`src/rtl/soda_credit_ctrl_pkg.sv`:
```
// ---------------------------------------------------------------------------
// soda_credit_ctrl_pkg
// Shared definitions for the soda-machine credit/vend controller:
//   - FSM state encodings (2-bit)
//   - coin values in cents
//   - change-coin selection struct
//   - helper to test divisibility of a credit value by 5
// ---------------------------------------------------------------------------
package soda_credit_ctrl_pkg;

  localparam logic [1:0] ST_IDLE   = 2'b00;
  localparam logic [1:0] ST_VEND   = 2'b01;
  localparam logic [1:0] ST_CHANGE = 2'b10;

  localparam logic [7:0] VAL_NICKEL  = 8'd5;
  localparam logic [7:0] VAL_DIME    = 8'd10;
  localparam logic [7:0] VAL_QUARTER = 8'd25;

  // One-hot selection of the change coin to eject this cycle.
  typedef struct packed {
    logic q;
    logic d;
    logic n;
  } coin_sel_t;

  // A legal credit is always a whole number of nickels.
  function automatic logic is_mult5(input logic [7:0] v);
    return ((v % 8'd5) == 8'd0);
  endfunction

endpackage

```
`src/rtl/soda_change_pick.sv`:
```
// ---------------------------------------------------------------------------
// soda_change_pick
// Combinational greedy change selector: picks the largest coin
// (quarter, dime, nickel) not exceeding the credit.
// Ports:
//   credit_i [7:0] : credit to pay back, binary cents
//   sel_o          : one-hot {q,d,n} coin to eject (all zero if none fits)
//   sub_o    [7:0] : value of the selected coin, to subtract from credit
//   none_o         : no coin fits (credit below 5)
// ---------------------------------------------------------------------------
module soda_change_pick
  import soda_credit_ctrl_pkg::*;
(
  input  logic [7:0] credit_i,
  output coin_sel_t  sel_o,
  output logic [7:0] sub_o,
  output logic       none_o
);

  // Greedy selection, largest coin first.
  always_comb begin
    sel_o  = '0;
    sub_o  = 8'd0;
    none_o = 1'b0;
    if (credit_i >= VAL_QUARTER) begin
      sel_o.q = 1'b1;
      sub_o   = VAL_QUARTER;
    end else if (credit_i >= VAL_DIME) begin
      sel_o.d = 1'b1;
      sub_o   = VAL_DIME;
    end else if (credit_i >= VAL_NICKEL) begin
      sel_o.n = 1'b1;
      sub_o   = VAL_NICKEL;
    end else begin
      none_o = 1'b1;
    end
  end

endmodule

```
`src/rtl/soda_credit_ctrl.sv`:
```
// ---------------------------------------------------------------------------
// soda_credit_ctrl
// Soda-machine credit/vend controller. Accumulates coin pulses into an
// 8-bit binary credit, vends when the credit covers PRICE, and pays back
// the remainder (or all credit on cancel) one greedy coin per cycle.
// Ports:
//   clk, rst          : clock, synchronous active-high reset
//   coin_n/d/q        : nickel/dime/quarter inserted (one-cycle pulses)
//   vend_req, cancel  : selection / coin-return request (one-cycle pulses)
//   credit [7:0]      : current credit in cents (feeds the BCD display)
//   vend              : dispense-can pulse
//   coin_reject       : previous cycle's coin input was refused
//   chg_q/d/n         : eject one quarter/dime/nickel of change
//   busy              : machine is vending or paying change
// All outputs are registered; pulses appear the cycle after their cause.
// ---------------------------------------------------------------------------
module soda_credit_ctrl
  import soda_credit_ctrl_pkg::*;
#(
  parameter int unsigned PRICE      = 75,
  parameter int unsigned CREDIT_MAX = 195
) (
  input  logic       clk,
  input  logic       rst,
  input  logic       coin_n,
  input  logic       coin_d,
  input  logic       coin_q,
  input  logic       vend_req,
  input  logic       cancel,
  output logic [7:0] credit,
  output logic       vend,
  output logic       coin_reject,
  output logic       chg_q,
  output logic       chg_d,
  output logic       chg_n,
  output logic       busy
);

  localparam logic [7:0] PRICE_C = 8'(PRICE);
  localparam logic [8:0] CMAX_C  = 9'(CREDIT_MAX);

  logic [1:0] state_q, state_d;
  logic [7:0] credit_q, credit_d;
  logic       vend_q, vend_d;
  logic       rej_q, rej_d;
  logic       chg_q_q, chg_q_d;
  logic       chg_d_q, chg_d_d;
  logic       chg_n_q, chg_n_d;
  logic       busy_q, busy_d;

  logic       any_coin_s;
  logic       one_coin_s;
  logic [7:0] coin_val_s;
  logic [8:0] credit_sum_s;
  coin_sel_t  pick_sel_s;
  logic [7:0] pick_sub_s;
  logic       pick_none_s;

  soda_change_pick u_pick (
    .credit_i (credit_q),
    .sel_o    (pick_sel_s),
    .sub_o    (pick_sub_s),
    .none_o   (pick_none_s)
  );

  // Coin decode: value of a single coin, and the 9-bit sum for overflow test.
  always_comb begin
    any_coin_s = coin_n | coin_d | coin_q;
    one_coin_s = 1'b0;
    coin_val_s = 8'd0;
    case ({coin_q, coin_d, coin_n})
      3'b001:  begin one_coin_s = 1'b1; coin_val_s = VAL_NICKEL;  end
      3'b010:  begin one_coin_s = 1'b1; coin_val_s = VAL_DIME;    end
      3'b100:  begin one_coin_s = 1'b1; coin_val_s = VAL_QUARTER; end
      default: begin one_coin_s = 1'b0; coin_val_s = 8'd0;        end
    endcase
    credit_sum_s = {1'b0, credit_q} + {1'b0, coin_val_s};
  end

  // Next-state, next-credit and next-output logic.
  always_comb begin
    state_d  = state_q;
    credit_d = credit_q;
    vend_d   = 1'b0;
    rej_d    = 1'b0;
    chg_q_d  = 1'b0;
    chg_d_d  = 1'b0;
    chg_n_d  = 1'b0;
    // busy follows the state one cycle late so it lines up with the pulses.
    busy_d   = (state_q != ST_IDLE);
    case (state_q)
      ST_IDLE: begin
        if (cancel) begin
          // A coin together with cancel/vend_req is always refused.
          rej_d = any_coin_s;
          if (credit_q != 8'd0) begin
            state_d = ST_CHANGE;
          end else begin
            state_d = ST_IDLE;
          end
        end else if (vend_req) begin
          rej_d = any_coin_s;
          if (credit_q >= PRICE_C) begin
            state_d = ST_VEND;
          end else begin
            state_d = ST_IDLE;
          end
        end else if (any_coin_s) begin
          if (one_coin_s && (credit_sum_s <= CMAX_C)) begin
            credit_d = credit_sum_s[7:0];
          end else begin
            rej_d = 1'b1;
          end
        end else begin
          state_d = ST_IDLE;
        end
      end
      ST_VEND: begin
        rej_d = any_coin_s;
        if (credit_q >= PRICE_C) begin
          vend_d   = 1'b1;
          credit_d = credit_q - PRICE_C;
          state_d  = (credit_q != PRICE_C) ? ST_CHANGE : ST_IDLE;
        end else begin
          // Cannot happen from IDLE; recover without underflowing.
          credit_d = 8'd0;
          state_d  = ST_IDLE;
        end
      end
      ST_CHANGE: begin
        rej_d = any_coin_s;
        if (!is_mult5(credit_q) || pick_none_s) begin
          // Corrupt credit: drop it rather than pay out a wrong amount.
          credit_d = 8'd0;
          state_d  = ST_IDLE;
        end else begin
          chg_q_d  = pick_sel_s.q;
          chg_d_d  = pick_sel_s.d;
          chg_n_d  = pick_sel_s.n;
          credit_d = credit_q - pick_sub_s;
          state_d  = (credit_q == pick_sub_s) ? ST_IDLE : ST_CHANGE;
        end
      end
      default: begin
        credit_d = 8'd0;
        state_d  = ST_IDLE;
      end
    endcase
  end

  // State, credit and output pulse registers with synchronous reset.
  always_ff @(posedge clk) begin
    if (rst) begin
      state_q  <= ST_IDLE;
      credit_q <= 8'd0;
      vend_q   <= 1'b0;
      rej_q    <= 1'b0;
      chg_q_q  <= 1'b0;
      chg_d_q  <= 1'b0;
      chg_n_q  <= 1'b0;
      busy_q   <= 1'b0;
    end else begin
      state_q  <= state_d;
      credit_q <= credit_d;
      vend_q   <= vend_d;
      rej_q    <= rej_d;
      chg_q_q  <= chg_q_d;
      chg_d_q  <= chg_d_d;
      chg_n_q  <= chg_n_d;
      busy_q   <= busy_d;
    end
  end

  assign credit      = credit_q;
  assign vend        = vend_q;
  assign coin_reject = rej_q;
  assign chg_q       = chg_q_q;
  assign chg_d       = chg_d_q;
  assign chg_n       = chg_n_q;
  assign busy        = busy_q;

endmodule

```
`config.mk`:
```
export PLATFORM = sky130hd
export DESIGN_NAME = soda_credit_ctrl
export DESIGN_NICKNAME = d
export VERILOG_FILES = /design/src/rtl/soda_credit_ctrl_pkg.sv /design/src/rtl/soda_change_pick.sv /design/src/rtl/soda_credit_ctrl.sv
export SDC_FILE = /design/constraint.sdc
export NUM_CORES = 1
export LEC_CHECK = 0
export CORE_MARGIN = 1
export CORE_UTILIZATION = 35
export CTS_CLUSTER_DIAMETER = 60
export DETAILED_ROUTE_END_ITERATION = 8
export PLACE_DENSITY = 0.57
export SKIP_CTS_REPAIR_TIMING = 1
export SYNTH_ARGS = -nofsm -noshare
export SYNTH_HDL_FRONTEND = slang
export SYNTH_HIERARCHICAL = 1
export SYNTH_SLANG_ARGS = --single-unit
```
`constraint.sdc`:
```
create_clock -name clk -period 6.4 [get_ports clk]
set_input_delay 1.92 -clock clk [delete_from_list [all_inputs] [get_ports clk]]
set_output_delay 1.92 -clock clk [all_outputs]
set_load 0.01 [all_outputs]
```
==> key figures, run 1 <==
STA
  – Clock Skew: 8.558 ps
  – Hold Vio Cnt, Final: 0
  – Tmin final: 5771 ps
  – Fin Setup TNS: 0 ps
  – Slew Viols, Final: 0
  – Hold slack: 506.4 ps
  – Post-route clock period utilization: 90.18%
  – Slew HR: 39.48%
  – Setup Viol. Count Final: 0
  – Unrepaired setup endpoints after global routing: false
  – Worst Slack Setup Final: 628.5 ps
  – Actual slew at the worst max-slew pin: 899.6 ps
  – FMAX: 0.1733 GHz

Setup path
  – Critical Path RT: 6580 ps
  – Startpoint types: primary input
  – CP Class: primary input to flop
  – Crit-path max FO: 13
  – Worst Path Arrival: 5950 ps
  – Crit end category: flop

Power
  – P_sw: 0.1087 mW
  – Sw Ratio: 34.13%
  – Total Power: 0.3185 mW
  – Clock share of power: 28.7%
  – Maximum VDD drop: 0.0001950 V
  – Combinational power share: 38.5%
  – Leakage: 1.192 nW
  – Cell internal pwr: 0.2098 mW
  – Register share of total power: 32.9%
  – PD cells: 105.6 nW/um2

Yosys
  – Synth Flop Type: dfxtp_1
  – Mapped cell area: 2711 um2
  – Avg Synthesized Cell Area: 7.574 um2
  – Post-synth EDFFs: 0
  – Unique masters post-synth: 72
  – Register bit total from synthesis: 16
  – Synth Warn #: 6
  – Async S/R FF share, synth: 0%
  – Area share of the largest cell type after synthesis: 11.81%
  – Top cells by area, synth: dfxtp_1 12%, ha_1 11%, a21oi_1 5.7%
  – Mapped Cells: 358
  – Synth area leader: dfxtp_1
  – Register area share after synthesis: 11.81%

Die
  – Die X: 90.02 um
  – Io pins: 21
  – FP Rows: 31
  – Core area: 7370 um2
  – Initial Util: 36.79%
  – Full die area: 8103 um2
  – Die Span Y: 90.02 um

Route
  – Drt pass-1 iters: 4
  – Total number of vias: 2659
  – DR vias/cell: 5.706
  – Initial DRC Count: 168
  – WL/cell: 16.39 um
  – DR DRC count: 0
  – Final WL: 7640 um
  – Final ANT Viol Nets: 0

Layout
  – Final core utilization: 40.93%
  – Most common cell after layout, fill and taps aside: a21oi_1
  – Share of cells above drive strength 1: 9.809%
  – Final #Nets: 401
  – Most frequent cells in the layout: 31 x a21oi_1, 29 x nor2_1, 24 x inv_1, 24 x ha_1, 20 x clkdlybuf4s50_1
  – Syn-to-layout area delta: 11.26%
  – N_diodes: 0

Clock tree
  – Htree depth: 1
  – CTS tree: built
  – CTS buffer count: 3
  – Clock slew at reported path FFs: 70 ps
  – Max Root-Sink Buffers: 2
  – Root Buffer: clkbuf_8
  – Worst skew pair latency: 250 ps
  – Clock Sinks: 16

Hold path
  – Worst min-delay path category: flop to flop

Flow run
  – Max Cap Viol: 0

Place
  – Hpwl dp: 5631 um
  – Setup WS pre-CTS: 415.8 ps
  – Number of I/O port buffers: 20
  – Gpl congestion: 0.8118

Global route
  – Largest net degree at the start of global routing: 32
  – Global-route wire length before repair: 12860 um
  – Antenna violations before repair: 0
  – All-Layer GR Usage: 19.19%
  – Vias in the first global route: 2533
  – GRT overflow: 0

Outcome
  – Status: complete, no violations
cells in the mapped netlist (2+ instances only):
library cell  number
a211o_1            2
a211oi_1           9
a21o_1            12
a21oi_1           31
a22oi_1            5
a31oi_1            6
a32oi_1            2
and2_1             4
and3_1             3
buf_2              5
buf_4              8
clkbuf_1           9
dfxtp_1           16
fa_1               2
ha_1              24
inv_1             24
maj3_1             2
mux2i_1            2
nand2_1           18
nand2b_1          10
nand3_1            8
nand4_1            2
nor2_1            29
nor2b_1            5
nor3_1             6
nor3_4             2
nor3b_1           10
nor4_1             6
o211ai_1           2
o211ai_2           3
o21a_1             5
o21ai_0           12
o21ai_1            4
o221ai_1           3
o22ai_1            5
o31ai_1            4
o32ai_2            3
or2_2              3
or3_1              4
xnor2_1           14
xor2_1             3
layout make-up:
| type | count | area, um2 |
|---|---|---|
| clock buffers | 4 | 55.05 |
| fillers | 767 | 4353 |
| inverters | 25 | 93.84 |
| multi-input cells | 295 | 2171 |
| flip-flops and latches | 16 | 320.3 |
| well taps | 99 | 123.9 |
| repair buffers | 27 | 252.7 |
kinds of logic after synthesis:
family / count (synthesis) / synth area share [%]
and+or+nand+nor: 122 / 26.12
adders and majority gates: 28 / 13.29
buffers and inverters: 49 / 8.398
other: 1 / 0.1383
DFF: 16 / 11.81
xor gates and xnor gates: 17 / 5.492
AOI/OAI and AO/OA: 123 / 34.01
muxes: 2 / 0.7384
path summary, 6_finish.rpt:
path,startpoint,end,slack (ps),depth (start not counted)
worst max register to register,credit[0],state_q[1],1500,17
worst min-delay path,state_q[0],state_q[0],510,2
worst min register to register,state_q[0],state_q[0],510,2
worst max-delay path,coin_q,credit[7],630,15
registers in the layout, summed over array words and instances (netlist names):
register and count:
coin_reject 1, chg_q 1, busy 1, chg_d 1
state_q 2, vend 1, chg_n 1, credit 8
metrics by stage:
step | instance area, um2 | instances
after floorplan | 2719 | 360
after global placement | 2962 | 462
after detailed placement | 2962 | 462
after CTS | 3017 | 466
after global routing | 3017 | 466
final | 3017 | 466
power groups by stage:
stage | registers, mW | logic, mW | clock network [mW]
after floorplan | 0.109 | 0.0886 | 0
after global placement | 0.107 | 0.122 | 0
after detailed placement | 0.107 | 0.122 | 0
after CTS | 0.105 | 0.122 | 0.0931
after global routing | 0.105 | 0.136 | 0.0972
final | 0.105 | 0.122 | 0.0914
worst max-delay path, stage by stage:
cell and delay, ps:
clkdlybuf4s50_1 450, nor3b_1 180, or2_2 290, ha_1 220, fa_1 400, a21o_1 180, a21oi_1 260, a21oi_1 100
a2111o_1 390, or3_1 370, a32oi_1 260, nand2_1 350, nor4_1 310, a31oi_1 130, o22ai_1 140
metal layers:
layer / vias up / global-route usage, % / part of all wire, %
li1: 1347 / - / -
met1: 1256 / 26.54 / 48
met2: 54 / 33.52 / 48
met3: 2 / 1.861 / 4.0
met4: 0 / 1.210 / 0.13
met5: - / 0 / 0
Power figures use the tool's default switching activity.
==> inputs of run 2 (changes only) <==
--- a/config.mk
+++ b/config.mk
@@ -10,6 +10,7 @@
 export CTS_CLUSTER_DIAMETER = 60
 export DETAILED_ROUTE_END_ITERATION = 8
 export PLACE_DENSITY = 0.57
+export SETUP_SLACK_MARGIN = 0.05
 export SKIP_CTS_REPAIR_TIMING = 1
 export SYNTH_ARGS = -nofsm -noshare
 export SYNTH_HDL_FRONTEND = slang
==> results of run 2 <==
No change in the layout: final DEF, timing and power equal those of run 1.
==> inputs of run 3 (changes only) <==
--- a/config.mk
+++ b/config.mk
@@ -12,6 +12,7 @@
 export PLACE_DENSITY = 0.57
 export SETUP_SLACK_MARGIN = 0.05
 export SKIP_CTS_REPAIR_TIMING = 1
+export SKIP_LAST_GASP = 1
 export SYNTH_ARGS = -nofsm -noshare
 export SYNTH_HDL_FRONTEND = slang
 export SYNTH_HIERARCHICAL = 1
==> results of run 3 <==
No change in the layout: final DEF, timing and power equal those of run 1.
